<file path="src/rtl/multi_cycle_adder_pkg.sv">
// Shared types and constants for the nibble-serial adder controller.
package multi_cycle_adder_pkg;

  localparam int SLICE_W = 4;

  typedef enum logic [1:0] {
    IDLE = 2'd0,
    BUSY = 2'd1,
    DONE = 2'd2
  } state_t;

endpackage

</file>
<file path="src/rtl/ripple_carry_adder_4.sv">
// 4-bit ripple-carry slice adder; the only adder used by the controller datapath.
module ripple_carry_adder_4 (
  input  logic [3:0] a,
  input  logic [3:0] b,
  input  logic       cin,
  output logic [3:0] s,
  output logic       cout
);

  logic [4:0] carry_chain;

  assign carry_chain[0] = cin;

  for (genvar gi = 0; gi < 4; gi++) begin : g_full_adder
    assign s[gi]               = a[gi] ^ b[gi] ^ carry_chain[gi];
    assign carry_chain[gi + 1] = (a[gi] & b[gi]) | (carry_chain[gi] & (a[gi] ^ b[gi]));
  end

  assign cout = carry_chain[4];

endmodule

</file>
<file path="src/rtl/multi_cycle_adder_ctrl.sv">
// Nibble-serial adder: latches A/B/cin on accept, adds one 4-bit slice per cycle
// LSB first, then presents the registered result under a valid/ready handshake.
module multi_cycle_adder_ctrl
  import multi_cycle_adder_pkg::*;
#(
  parameter int N_NIBBLES = 4,
  localparam int W = SLICE_W * N_NIBBLES
) (
  input  logic         i_clk,
  input  logic         i_reset,
  input  logic         i_valid,
  output logic         o_ready,
  input  logic [W-1:0] i_a,
  input  logic [W-1:0] i_b,
  input  logic         i_carry_in,
  output logic         o_valid,
  input  logic         i_ready,
  output logic [W-1:0] o_s,
  output logic         o_carry_out,
  output logic         o_overflow,
  output logic         o_busy
);

  localparam int CW = (N_NIBBLES > 1) ? $clog2(N_NIBBLES) : 1;
  localparam logic [CW-1:0] LAST_CNT = CW'(N_NIBBLES - 1);

  state_t        state_reg, state_next;
  logic [W-1:0]  a_reg, b_reg, result_reg;
  logic [CW-1:0] cnt_reg;
  logic          carry_reg, overflow_reg;
  logic [3:0]    slice_s;
  logic          slice_cout;
  logic          last_slice;

  assign last_slice = (cnt_reg == LAST_CNT);

  ripple_carry_adder_4 u_slice_adder (
    .a    (a_reg[cnt_reg*SLICE_W +: SLICE_W]),
    .b    (b_reg[cnt_reg*SLICE_W +: SLICE_W]),
    .cin  (carry_reg),
    .s    (slice_s),
    .cout (slice_cout)
  );

  always_ff @(posedge i_clk or posedge i_reset) begin
    if (i_reset) state_reg <= IDLE;
    else         state_reg <= state_next;
  end

  always_comb begin
    state_next = state_reg;
    case (state_reg)
      IDLE:    if (i_valid)    state_next = BUSY;
      BUSY:    if (last_slice) state_next = DONE;
      DONE:    if (i_ready)    state_next = IDLE;
      default:                 state_next = IDLE;
    endcase
  end

  // Operands are only captured in IDLE, so input activity in BUSY/DONE is ignored.
  always_ff @(posedge i_clk or posedge i_reset) begin
    if (i_reset) begin
      a_reg        <= '0;
      b_reg        <= '0;
      result_reg   <= '0;
      cnt_reg      <= '0;
      carry_reg    <= 1'b0;
      overflow_reg <= 1'b0;
    end else begin
      case (state_reg)
        IDLE: begin
          if (i_valid) begin
            a_reg     <= i_a;
            b_reg     <= i_b;
            carry_reg <= i_carry_in;
            cnt_reg   <= '0;
          end
        end
        BUSY: begin
          result_reg[cnt_reg*SLICE_W +: SLICE_W] <= slice_s;
          carry_reg <= slice_cout;
          cnt_reg   <= cnt_reg + 1'b1;
          // Top slice's sum MSB is the result sign bit.
          if (last_slice)
            overflow_reg <= (a_reg[W-1] == b_reg[W-1]) && (slice_s[3] != a_reg[W-1]);
        end
        default: ;
      endcase
    end
  end

  assign o_ready     = (state_reg == IDLE);
  assign o_valid     = (state_reg == DONE);
  assign o_busy      = (state_reg == BUSY);
  assign o_s         = result_reg;
  assign o_carry_out = carry_reg;
  assign o_overflow  = overflow_reg;

endmodule

</file>
<file path="config.mk">
export PLATFORM = sky130hd
export DESIGN_NAME = multi_cycle_adder_ctrl
export DESIGN_NICKNAME = d
export VERILOG_FILES = /design/src/rtl/multi_cycle_adder_pkg.sv /design/src/rtl/ripple_carry_adder_4.sv /design/src/rtl/multi_cycle_adder_ctrl.sv
export SDC_FILE = /design/constraint.sdc
export NUM_CORES = 1
export LEC_CHECK = 0
export ABC_CLOCK_PERIOD_IN_PS = 4200
export BUFFER_PORTS_ARGS = -buffer_cell sky130_fd_sc_hd__buf_2
export CAP_MARGIN = 20
export CORE_MARGIN = 3
export CORE_UTILIZATION = 45
export CTS_CLUSTER_SIZE = 28
export DETAILED_ROUTE_END_ITERATION = 8
export GPL_ROUTABILITY_DRIVEN = 0
export PLACE_DENSITY_LB_ADDON = 0.08
export SLEW_MARGIN = 20
export SYNTH_ARGS = -nofsm -noshare
export SYNTH_HDL_FRONTEND = slang
export SYNTH_HIERARCHICAL = 1
export SYNTH_SLANG_ARGS = --single-unit
export TNS_END_PERCENT = 30
</file>
<file path="constraint.sdc">
create_clock -name i_clk -period 4.2 [get_ports i_clk]
set_input_delay 0.42 -clock i_clk [delete_from_list [all_inputs] [get_ports i_clk]]
set_output_delay 0.42 -clock i_clk [all_outputs]
set_load 0.005 [all_outputs]
</file>
Word-level counts from Yosys, hierarchy flattened
Cells that the tools add are included.
{"block": "word_totals", "regBits": 54, "output_inout_bits": 21, "wordCells": 57}
{"block": "classes", "add_sub_neg": 2, "n_eq_ne": 8, "shifts": 4, "mux": 9, "bitwise": 20, "n_reduce_logical": 7}
{"cell": "$neg 4->34", "n": 1}
{"cell": "$shift 4x34->16 const A", "n": 1}
{"cell": "$shiftx 4x34->16", "n": 1}
{"cell": "$shiftx 16x5->4", "n": 2}
{"cell": "$bwmux 16", "n": 1}
{"cell": "$and 1x1->1", "n": 8}
{"cell": "$mux 2", "n": 4}
{"cell": "$xor 1x1->1", "n": 8}
{"cell": "$pmux 2 s3", "n": 1}
{"cell": "$reduce_and 2->1", "n": 3}
{"cell": "$eq 2x2->1 const B", "n": 2}
{"cell": "$ne 2x1->1 const B", "n": 2}
{"cell": "$or 1x1->1", "n": 4}
{"cell": "$pmux 2 s2", "n": 1}
{"cell": "$reduce_and 3->1", "n": 1}
{"cell": "$add 2x1->2 const B", "n": 1}
{"cell": "$eq 2x1->1 const B", "n": 1}
{"cell": "$logic_not 2->1", "n": 1}
{"cell": "$ne 2x2->1 const B", "n": 1}
{"cell": "$pmux 1 s2", "n": 1}
{"cell": "$reduce_bool 2->1", "n": 1}
{"cell": "$eq 1x1->1", "n": 1}
{"cell": "$logic_and 1x1->1", "n": 1}
{"cell": "$mux 1", "n": 1}
{"cell": "$ne 1x1->1", "n": 1}

Logic depth before layout (Yosys ltp)
{"block": "logic_depth", "word_depth": 11, "ltp_mapped": 13, "mapped_depth_nobuf": 12}

By module
Netlist, hierarchy kept.
{"mod": "multi_cycle_adder_ctrl", "n_inst": 1, "cells_per_inst": 224, "area_per_inst_um2": 2428.6, "seq_area_each_um2": 1351.3}
{"mod": "ripple_carry_adder_4", "n_inst": 1, "cells_per_inst": 14, "area_per_inst_um2": 117.6, "seq_area_each_um2": 0.0}

Worst setup path after synthesis
No wires, ideal clock.
{"block": "synth_path", "kind": "reg2reg", "startpoint": "reg cnt_reg[0]", "endpoint": "reg overflow_reg (netlist: o_overflow)", "setup_time_ps": 136, "t_arrival_ps": 3159, "slack_ps": 904, "stages_incl_launch_ff": 14, "n_path_buf": 1, "period_less_slack_ps": 3296, "cell_sequence": "dfrtp_1 -> buf_4 -> mux4_2 -> fa_1 -> inv_1 -> fa_1 -> inv_1 -> fa_1 -> inv_1 -> fa_1 -> inv_1 -> and3b_1 -> a21oi_1 -> o21ai_0"}
{"block": "synth_between", "elab_chain_cells": 11, "word_cells_on_any_way": 20, "cone_classes": "eq/ne: 2; shift: 2; bitwise: 14; reduce/logical: 2"}
{"item": "from (decl)", "line": "multi_cycle_adder_ctrl.sv:29", "rtl": "logic [CW-1:0] cnt_reg;"}
{"item": "from (signal assigned)", "line": "multi_cycle_adder_ctrl.sv:82", "rtl": "cnt_reg <= cnt_reg + 1'b1;"}
{"item": "$shiftx 16x5->4 (on tied branches)", "line": "multi_cycle_adder_ctrl.sv:38, multi_cycle_adder_ctrl.sv:39"}
{"item": "$xor 1x1->1", "line": "ripple_carry_adder_4.sv:16", "rtl": "assign carry_chain[gi + 1] = (a[gi] & b[gi]) | (carry_chain[gi] & (a[gi] ^ b[gi]));"}
{"item": "$and 1x1->1", "line": "ripple_carry_adder_4.sv:16"}
{"item": "$or 1x1->1", "line": "ripple_carry_adder_4.sv:16"}
{"item": "$and 1x1->1", "line": "ripple_carry_adder_4.sv:16"}
{"item": "$or 1x1->1", "line": "ripple_carry_adder_4.sv:16"}
{"item": "$and 1x1->1", "line": "ripple_carry_adder_4.sv:16"}
{"item": "$or 1x1->1", "line": "ripple_carry_adder_4.sv:16"}
{"item": "$xor 1x1->1 (*)", "line": "ripple_carry_adder_4.sv:15", "rtl": "assign s[gi] = a[gi] ^ b[gi] ^ carry_chain[gi];"}
{"item": "via slice_s[3]", "line": "multi_cycle_adder_ctrl.sv:31", "rtl": "logic [3:0] slice_s;"}
{"item": "$ne 1x1->1 (*)", "line": "multi_cycle_adder_ctrl.sv:85", "rtl": "overflow_reg <= (a_reg[W-1] == b_reg[W-1]) && (slice_s[3] != a_reg[W-1]);"}
{"item": "$logic_and 1x1->1 (*)", "line": "multi_cycle_adder_ctrl.sv:85"}
{"item": "to (signal assigned)", "line": "multi_cycle_adder_ctrl.sv:85"}
{"item": "to (decl)", "line": "multi_cycle_adder_ctrl.sv:30", "rtl": "logic carry_reg, overflow_reg;"}
The timed path passes the listed nets; every way through them passes the cells marked *.
A chain may end at the register's enable or synchronous reset.

Worst setup path in the final report
Same ends and word-level chain as after synthesis.

==> metrics.csv <==
metric;value;unit
cts_tree;yes;
dp_hpwl;3760;um
crit_arrival;3.61;ns
io_pins;58;
hp-class;input port to async pin;
layout_common_cells;nand2_1, buf_2, dfrtp_1, a22o_1, inv_1;
synth_nets;284;
r2r_cells;12;
via_per_inst;4.90;
worst-path-max-fanout;9;
power_leakage;1.60;nW
maxSlewViolCount;0;
r2r_end;o_overflow;
rows;26;
syn_inst;238;
drcViolationCount;0;
ys_warn_count;6;
crit_chain;mux4_2 -> fa_1 -> inv_1 -> fa_1 -> inv_1 -> fa_1 -> inv_1 -> fa_1 -> inv_1 -> and3b_1 -> a21oi_1 -> o21ai_0;
yosysTopAreaCellShare;0.531;
cts_repair_resize_count;0;
antenna_found_initial;0;
max_freq;0.291;GHz
grt_util_all_layers;0.171;
irDropWorstVdd;0.371;mV
ctsHtreeMaxLevel;2;
fin_area;2970;sq um
die_w;81.2;um
synth.area.top_cells;dfrtp_1, nand2_1, mux4_2;
drt-pass1-iter-count;4;
syn_area;2550;sq um
vias;1794;
drtAntennaViolNets;0;
cp_data_required_time;4.37;ns
grt_max_degree;55;
cts_buffer_depth;2;
r2r_start;cnt_reg[0];
ys_types;26;
crit_type;flop to flop;
synth_seq_area_share;0.531;
drt_iter0_markers;42;
place_area;2880;sq um
layout.nets;341;
numClockSinks;54;
slowest_stage;dfrtp_1;
syn2layout_area_growth;16.7;%
cts_root_buf;clkbuf_8;
layoutNonFillerInstCount;366;
finalClockSkew;0.00767;ns
path_clk_slew;0.09;ns
layout_min_cycle_time;3.44;ns
grt_pass1_wl;8630;um
yosys.area.top_type;dfrtp_1;
syn_area_per_cell;10.7;sq um
diodes;0;
die-area;6600;sq um
overflow;0;
yosys_register_bits;54;
max_slew.worst_pin.slew;0.691;ns
crit_path_start_kind;flop;
portBuffers;57;
final_common_cell;nand2_1;
insertion_delay;0.30;ns
hold_buffers;0;
wire_per_inst;13.7;um
drive_gt1_frac;0.287;
setup-violations-final;0;
slew_headroom;0.539;
crit_path_end_kind;flop;
crit_path_max_incr_delay;0.62;ns
cts_buffers;5;
coreArea;5300;sq um
grt_pass1_vias;1766;
fin_tns_setup;0;ns
r2r_slack;0.76;ns
powerDensity;792;nW/um^2
dp_cells;358;
die_h;81.2;um
postCtsSetupRepairBufs;0;
wirelength;5000;um
fin_crit_sh;0.818;
rsz0062_at_grt;false;
hold_violations;0;
status;complete, no violations;
start_util;0.480;
cap_violations;0;
## layer usage
metal / vias up / track usage / routed length (um)
li1: 896 / - / -
met3: 2 / 0.0344 / 196
met5: - / 0 / 0
met4: 0 / 0.0507 / 27
met1: 856 / 0.239 / 2280
met2: 40 / 0.271 / 2500
## stage by stage
step	util	hold WS, ns	setup WS, ns	total power [W]
floorplan	-	0.440	0.904	0.00175
global placement	0.543	0.458	0.843	0.00208
detailed placement	0.543	0.458	0.752	0.00211
CTS	0.560	0.227	0.728	0.00239
global route	0.560	0.261	0.508	0.00259
finish	0.560	0.206	0.764	0.00235
## final cells by class
class,count,area [sq um]
fillers,506,2330
well taps,70,87.6
flip-flops and latches,54,1350
repair buffers,60,308
clock inverters,3,21.3
clock buffers,5,68.8
multi-input cells,159,1070
inverters,15,58.8
## worst max-delay path by stage
stage	from	slack (ns)	end	cells past startpoint
4_1_cts	cnt_reg[0]	0.73	o_overflow	12
5_1_grt	cnt_reg[0]	0.51	o_overflow	12
3_3_place_gp	cnt_reg[0]	0.84	o_overflow	12
3_5_place_dp	cnt_reg[0]	0.75	o_overflow	12
6_report	cnt_reg[0]	0.76	o_overflow	12
2_1_floorplan	cnt_reg[0]	0.90	o_overflow	13
## critical path, delay by kind of cell, from the launching register on
kind	cells	cell delay (ns)
AND/OR/NAND/NOR	1	0.20
buffers and inverters	4	0.37
adder cells (fa/ha/maj)	4	1.35
multiplexers	1	0.58
flip-flops	1	0.62
AO/OA/AOI/OAI	2	0.18
## report_power, final
group / switching [W] / leakage (nW) / internal, W / total (W)
clock network: 0.000169 / 0.0441 / 0.000117 / 0.000286
logic: 0.000662 / 0.866 / 0.000500 / 0.00116
registers: 0.000161 / 0.692 / 0.000743 / 0.000905
total: 0.000992 / 1.60 / 0.00136 / 0.00235
## cell usage after synthesis, drive strengths merged
cell type / instances
a21oi: 1
a22o: 16
a22oi: 1
and3b: 1
buf: 9
clkbuf: 1
dfrtp: 54
fa: 4
ha: 5
inv: 15
mux4: 8
nand2: 101
nand2b: 2
nand3: 2
nand3b: 3
nor2: 3
nor3b: 1
nor4b: 4
o21ai: 4
o31ai: 1
or3b: 2
## kinds of logic (layout without fill, tap and decap cells)
group / count (synthesis) / after routing / share of synthesized area
DFF: 54 / 54 / 0.531
AOI/OAI and AO/OA: 23 / 23 / 0.0708
and+or+nand+nor: 119 / 119 / 0.222
buffers and inverters: 25 / 83 / 0.0496
muxes: 8 / 8 / 0.0708
adders and majority gates: 9 / 9 / 0.0560
Note: power is estimated with default switching activity, not from simulation.
